`src/rtl/pipe_ctrl.sv`:
```
// pipe_ctrl: hazard sequencer for the 5-stage core; hold/flush/redirect outputs are combinational
// from state and inputs, only state is registered. Build with PIPE_PERF_EN for stall/flush counters.
module pipe_ctrl #(
  parameter int ADDR_W = 32,
  parameter int RAW    = 5,
  parameter int CNT_W  = 32
) (
  input  logic              clk,
  input  logic              rst,
  input  logic [RAW-1:0]    id_rs1,
  input  logic [RAW-1:0]    id_rs2,
  input  logic              id_rs1_re,
  input  logic              id_rs2_re,
  input  logic [RAW-1:0]    ex_rd,
  input  logic              ex_is_load,
  input  logic              ex_jump_req,
  input  logic [ADDR_W-1:0] ex_jump_addr,
  input  logic              ex_div_start,
  input  logic              div_done,
  input  logic              mem_req,
  input  logic              mem_ready,
  output logic              pc_hold,
  output logic              if_id_hold,
  output logic              if_id_flush,
  output logic              id_ex_hold,
  output logic              id_ex_flush,
  output logic              ex_mem_hold,
  output logic              ex_mem_flush,
  output logic              jump_en,
  output logic [ADDR_W-1:0] jump_addr,
  output logic [CNT_W-1:0]  stall_cnt,
  output logic [CNT_W-1:0]  flush_cnt
);

  typedef enum logic [1:0] {
    RUN      = 2'd0,
    LU_STALL = 2'd1,
    DIV_WAIT = 2'd2,
    MEM_WAIT = 2'd3
  } state_t;

  state_t state_q, state_d;
  logic   done_pend_q, done_pend_d;
  logic   mem_wait, load_use;

  logic pc_h, if_id_h, if_id_f, id_ex_h, id_ex_f, ex_mem_h, ex_mem_f, jmp;
  logic run_rules, lu_ok;

  assign mem_wait = mem_req & ~mem_ready;
  assign load_use = ex_is_load & (ex_rd != '0) &
                    ((id_rs1_re & (id_rs1 == ex_rd)) | (id_rs2_re & (id_rs2 == ex_rd)));

  // Successor state under the RUN priority order; a taken jump keeps us in RUN.
  function automatic state_t run_next(input logic mw, input logic ds,
                                      input logic jr, input logic lu);
    if (mw)      return MEM_WAIT;
    else if (ds) return DIV_WAIT;
    else if (jr) return RUN;
    else if (lu) return LU_STALL;
    else         return RUN;
  endfunction

  always_ff @(posedge clk or posedge rst) begin
    if (rst) begin
      state_q     <= RUN;
      done_pend_q <= 1'b0;
    end else begin
      state_q     <= state_d;
      done_pend_q <= done_pend_d;
    end
  end

  always_comb begin
    state_d     = state_q;
    done_pend_d = done_pend_q;
    unique case (state_q)
      RUN:      state_d = run_next(mem_wait, ex_div_start, ex_jump_req, load_use);
      LU_STALL: state_d = run_next(mem_wait, ex_div_start, ex_jump_req, 1'b0);
      MEM_WAIT: begin
        if (mem_ready)
          state_d = run_next(mem_wait, ex_div_start, ex_jump_req, load_use);
      end
      DIV_WAIT: begin
        // A completion seen while MEM is stuck is remembered until the bus releases.
        if (mem_wait) begin
          done_pend_d = done_pend_q | div_done;
        end else if (div_done | done_pend_q) begin
          state_d     = RUN;
          done_pend_d = 1'b0;
        end
      end
      default: state_d = RUN;
    endcase
  end

  always_comb begin
    pc_h      = 1'b0;
    if_id_h   = 1'b0;
    if_id_f   = 1'b0;
    id_ex_h   = 1'b0;
    id_ex_f   = 1'b0;
    ex_mem_h  = 1'b0;
    ex_mem_f  = 1'b0;
    jmp       = 1'b0;
    run_rules = 1'b0;
    lu_ok     = 1'b1;
    unique case (state_q)
      RUN:      run_rules = 1'b1;
      LU_STALL: begin
        run_rules = 1'b1;
        lu_ok     = 1'b0;
      end
      MEM_WAIT: begin
        if (!mem_ready) begin
          pc_h     = 1'b1;
          if_id_h  = 1'b1;
          id_ex_h  = 1'b1;
          ex_mem_h = 1'b1;
        end else begin
          run_rules = 1'b1;
        end
      end
      DIV_WAIT: begin
        if (mem_wait) begin
          pc_h     = 1'b1;
          if_id_h  = 1'b1;
          id_ex_h  = 1'b1;
          ex_mem_h = 1'b1;
        end else if (!(div_done | done_pend_q)) begin
          pc_h     = 1'b1;
          if_id_h  = 1'b1;
          id_ex_h  = 1'b1;
          ex_mem_f = 1'b1;
        end
      end
      default: run_rules = 1'b0;
    endcase

    if (run_rules) begin
      if (mem_wait) begin
        pc_h     = 1'b1;
        if_id_h  = 1'b1;
        id_ex_h  = 1'b1;
        ex_mem_h = 1'b1;
      end else if (ex_div_start) begin
        pc_h     = 1'b1;
        if_id_h  = 1'b1;
        id_ex_h  = 1'b1;
        ex_mem_f = 1'b1;
      end else if (ex_jump_req) begin
        jmp     = 1'b1;
        if_id_f = 1'b1;
        id_ex_f = 1'b1;
      end else if (lu_ok && load_use) begin
        pc_h    = 1'b1;
        if_id_h = 1'b1;
        id_ex_f = 1'b1;
      end
    end
  end

  // Reset forces everything quiet at once; flush wins over hold on the same register.
  assign pc_hold      = ~rst & pc_h;
  assign if_id_flush  = ~rst & if_id_f;
  assign if_id_hold   = ~rst & if_id_h & ~if_id_f;
  assign id_ex_flush  = ~rst & id_ex_f;
  assign id_ex_hold   = ~rst & id_ex_h & ~id_ex_f;
  assign ex_mem_flush = ~rst & ex_mem_f;
  assign ex_mem_hold  = ~rst & ex_mem_h & ~ex_mem_f;
  assign jump_en      = ~rst & jmp;
  assign jump_addr    = jump_en ? ex_jump_addr : '0;

`ifdef PIPE_PERF_EN
  logic [CNT_W-1:0] stall_cnt_q, flush_cnt_q;

  always_ff @(posedge clk or posedge rst) begin
    if (rst) begin
      stall_cnt_q <= '0;
      flush_cnt_q <= '0;
    end else begin
      if (pc_hold) stall_cnt_q <= stall_cnt_q + CNT_W'(1);
      if (jump_en) flush_cnt_q <= flush_cnt_q + CNT_W'(1);
    end
  end

  assign stall_cnt = stall_cnt_q;
  assign flush_cnt = flush_cnt_q;
`else
  assign stall_cnt = '0;
  assign flush_cnt = '0;
`endif

endmodule

```
`config.mk`:
```
export PLATFORM = sky130hd
export DESIGN_NAME = pipe_ctrl
export DESIGN_NICKNAME = d
export VERILOG_FILES = /design/src/rtl/pipe_ctrl.sv
export SDC_FILE = /design/constraint.sdc
export NUM_CORES = 1
export LEC_CHECK = 0
export BUFFER_PORTS_ARGS = -buffer_cell sky130_fd_sc_hd__buf_2
export CORE_MARGIN = 10
export CORE_UTILIZATION = 33
export DETAILED_ROUTE_END_ITERATION = 8
export PLACE_DENSITY = 0.92
export SLEW_MARGIN = 25
export SYNTH_ARGS = -nofsm -noshare
export SYNTH_HDL_FRONTEND = slang
export SYNTH_SLANG_ARGS = --single-unit
```
`constraint.sdc`:
```
create_clock -name clk -period 2 [get_ports clk]
set_input_delay 0 -clock clk [delete_from_list [all_inputs] [get_ports clk]]
set_output_delay 0 -clock clk [all_outputs]
set_load 0.03 [all_outputs]
```
==> reports/metrics.csv <==
metric;value;unit
status;finished with violations;
failing checks;setup timing;
vias post-DR;1339;
CTS max path bufs;2;
CTS sink count;3;
Warnings, synthesis;0;
leakage power;1.10;nW
die area;6720;um2
Finished Layout Cells;318;
# IOs;161;
worst rel slew slack;0.582;
Die Ht;82.0;um
syn_area_per_cell;7.37;um2
Crit Path Category;reg2out;
Final Hold Fails;0;
number of global-route vias before repair;1381;
min cycle time layout;2010;ps
Slew Limit Fails;0;
#FFs+latches synth;3;
antenna cells;0;
Clock Tree Root;clkbuf_8;
initial antenna violation count;0;
critical path's slowest cell;dfrtp_2;
Distinct cells, synth;36;
GRT Overall Usage;0.112;
initial core utilization;0.344;
final setup margin;-6.63;ps
RSZ-0062 raised after global routing;yes;
First DRT Iteration DRCs;60;
Max Freq;498;MHz
P&R area growth vs syn;40.5;%
core area;3690;um2
DRT antenna net count;0;
Fin Clk Skew;1.51;ps
fraction of layout cells with a size suffix above 1;0.474;
Via density;4.21;
Port Buf Inserts;96;
crit end category;output pin;
Cells after DPL;307;
Fillers;346;
HPWL after DPL;4070;um
# rows;22;
Power Density;926;nW/um2
WP data required;2000;ps
startpoint types;register;
Skew-Pair Late Insertion Delay;210;ps
GR Overflow Total;0;
clk slew on worst S/H paths;30;ps
Cells after Synth;172;
Tcrit/Tclk final;1.00;
largest net degree at the start of global routing;38;
H-Tree Depth;1;
final setup fails;1;
first-pass GRT wire length;6170;um
Die Span X;82.0;um
Final #Nets;332;
WL per Instance;15.5;um
GPL Wtd Cong;0.801;
CTS tree;yes;
# DRC;0;
Max-Cap Viols;0;
slowest stage delay, CP;470;ps
final wirelength;4930;um
Worst Path Arrival;2010;ps
cell breakdown of the critical path;inv_4, ha_4, nor3b_4, o21bai_4, nor2_4, a211oi_2, o31a_1, buf_6;
sequential area share after synthesis;0.0592;
TritonCTS buffer count;3;
TritonRoute pass-1 iters;4;
Setup WS pre-CTS;60.9;ps
Mapped Area;1270;um2
peak supply drop;313;uV
setup tns final;-6.63;ps
Slew @ Worst Pin;625;ps
HP Class;in2reg;
worst-path fanout max;7;
==> repair_timing <==
item                       in CTS  in global routing
setup endpoints to repair      37                 39
hold buffers                    1                  0
pin swaps                       3                  7
hold endpoints to repair        3                  0
buffers inserted                6                  1
gates cloned                    0                  0
gates resized for setup         7                 28
==> worst max-delay path: cells and delay by family (launching register included) <==
| family | cells | cell delay, ps |
|---|---|---|
| fa+ha+maj | 1 | 200 |
| buf+inv | 2 | 230 |
| flops | 1 | 470 |
| simple gates | 2 | 310 |
| compound gates | 3 | 580 |
==> synthesized netlist by cell type <==
library cell,count,share of area
ha_1,4,0.039
a21oi_1,5,0.020
a211oi_2,1,0.0099
o21ai_1,2,0.0079
a21oi_2,1,0.0069
buf_4,65,0.38
o32ai_1,1,0.0069
o21a_1,1,0.0059
and3_1,33,0.16
or4_1,2,0.012
o31a_1,1,0.0069
o22ai_1,1,0.0049
nand2_1,4,0.012
or2b_1,1,0.0059
nor3b_1,1,0.0059
nand2b_1,2,0.0099
buf_6,4,0.036
and2_1,1,0.0049
a2111oi_1,1,0.0079
a211oi_1,1,0.0059
clkbuf_1,3,0.0089
inv_1,4,0.012
dfrtp_1,3,0.059
nor3b_2,1,0.0099
o21bai_2,1,0.0089
o31ai_1,1,0.0059
nand4_1,2,0.0099
o21ai_0,1,0.0039
conb_1,1,0.0030
nor3_1,3,0.012
nor2b_1,2,0.0099
buf_1,1,0.0030
a31o_1,1,0.0069
xnor2_1,10,0.069
nor2_2,2,0.0099
nor2_1,4,0.012
==> layer usage <==
metal,vias up,track usage,wire length [um],part of all wire
li1,649,-,-,-
met3,6,0.0251,581,0.12
met5,-,0,0,0
met2,93,0.216,2640,0.54
met1,591,0.114,1630,0.33
met4,0,0.0408,77,0.016
==> sequential cells by signal (all words and copies together), names as in the netlist <==
| register | cells |
|---|---|
| done_pend_q | 1 |
| state_q | 2 |
==> worst paths after layout <==
kind / startpoint / cells after the start / slack, ps / endpoint
min in group asynchronous: rst / 3 / 320 / state_q[1]
setup / recovery: state_q[0] / 8 / -7 / if_id_hold
hold reg to reg: state_q[1] / 2 / 580 / state_q[1]
max in group asynchronous: rst / 3 / 1510 / state_q[0]
hold / removal: ex_div_start / 3 / 110 / state_q[0]
setup reg to reg: state_q[1] / 7 / 110 / state_q[0]
==> metrics by stage <==
stage	util	hold WS (ps)	power, mW	instance area [um2]
2_1_floorplan	-	-241	0.956	1520
3_3_place_gp	0.415	-56.4	1.03	1530
3_5_place_dp	0.415	-52.1	1.06	1530
4_1_cts	0.449	106	1.38	1660
5_1_grt	0.483	122	1.76	1780
6_report	0.483	105	1.65	1780
==> kinds of logic (layout without fill, tap and decap cells) <==
kind of cell | after synthesis | in the layout | synth area share
other cells | 1 | 64 | 0.00296
flops | 3 | 3 | 0.0592
xor+xnor | 10 | 10 | 0.0691
simple gates | 58 | 58 | 0.276
buf+inv | 77 | 112 | 0.444
compound gates | 19 | 19 | 0.109
fa+ha+maj | 4 | 4 | 0.0395
==> power breakdown <==
group	switching, mW	total (mW)	internal, mW
Combinational	0.805	1.33	0.524
Clock	0.0376	0.173	0.136
Sequential	0.0531	0.146	0.0933
Total	0.896	1.65	0.753
==> placed cells by master (no fill, tap or decap), types with 3 or more instances in the layout <==
cell | synthesis | layout
a21oi_1 | 5 | 3
a21oi_2 | 1 | 3
and3_1 | 33 | 32
buf_2 | 0 | 92
buf_4 | 65 | 7
buf_6 | 4 | 3
clkbuf_8 | 0 | 3
conb_1 | 1 | 64
ha_4 | 0 | 4
nand2_1 | 4 | 4
nor2_1 | 4 | 3
xnor2_1 | 10 | 10
==> layout make-up <==
cell class	count	area, um2	share of cell area
Multi-Input combinational cell	155	1000	0.564
Timing Repair Buffer	104	577	0.324
Sequential cell	3	77.6	0.0436
Tap cell	48	60.1	0.0337
Clock buffer	4	45.0	0.0253
Inverter	4	17.5	0.00984
(Power assumes the default switching activity.)
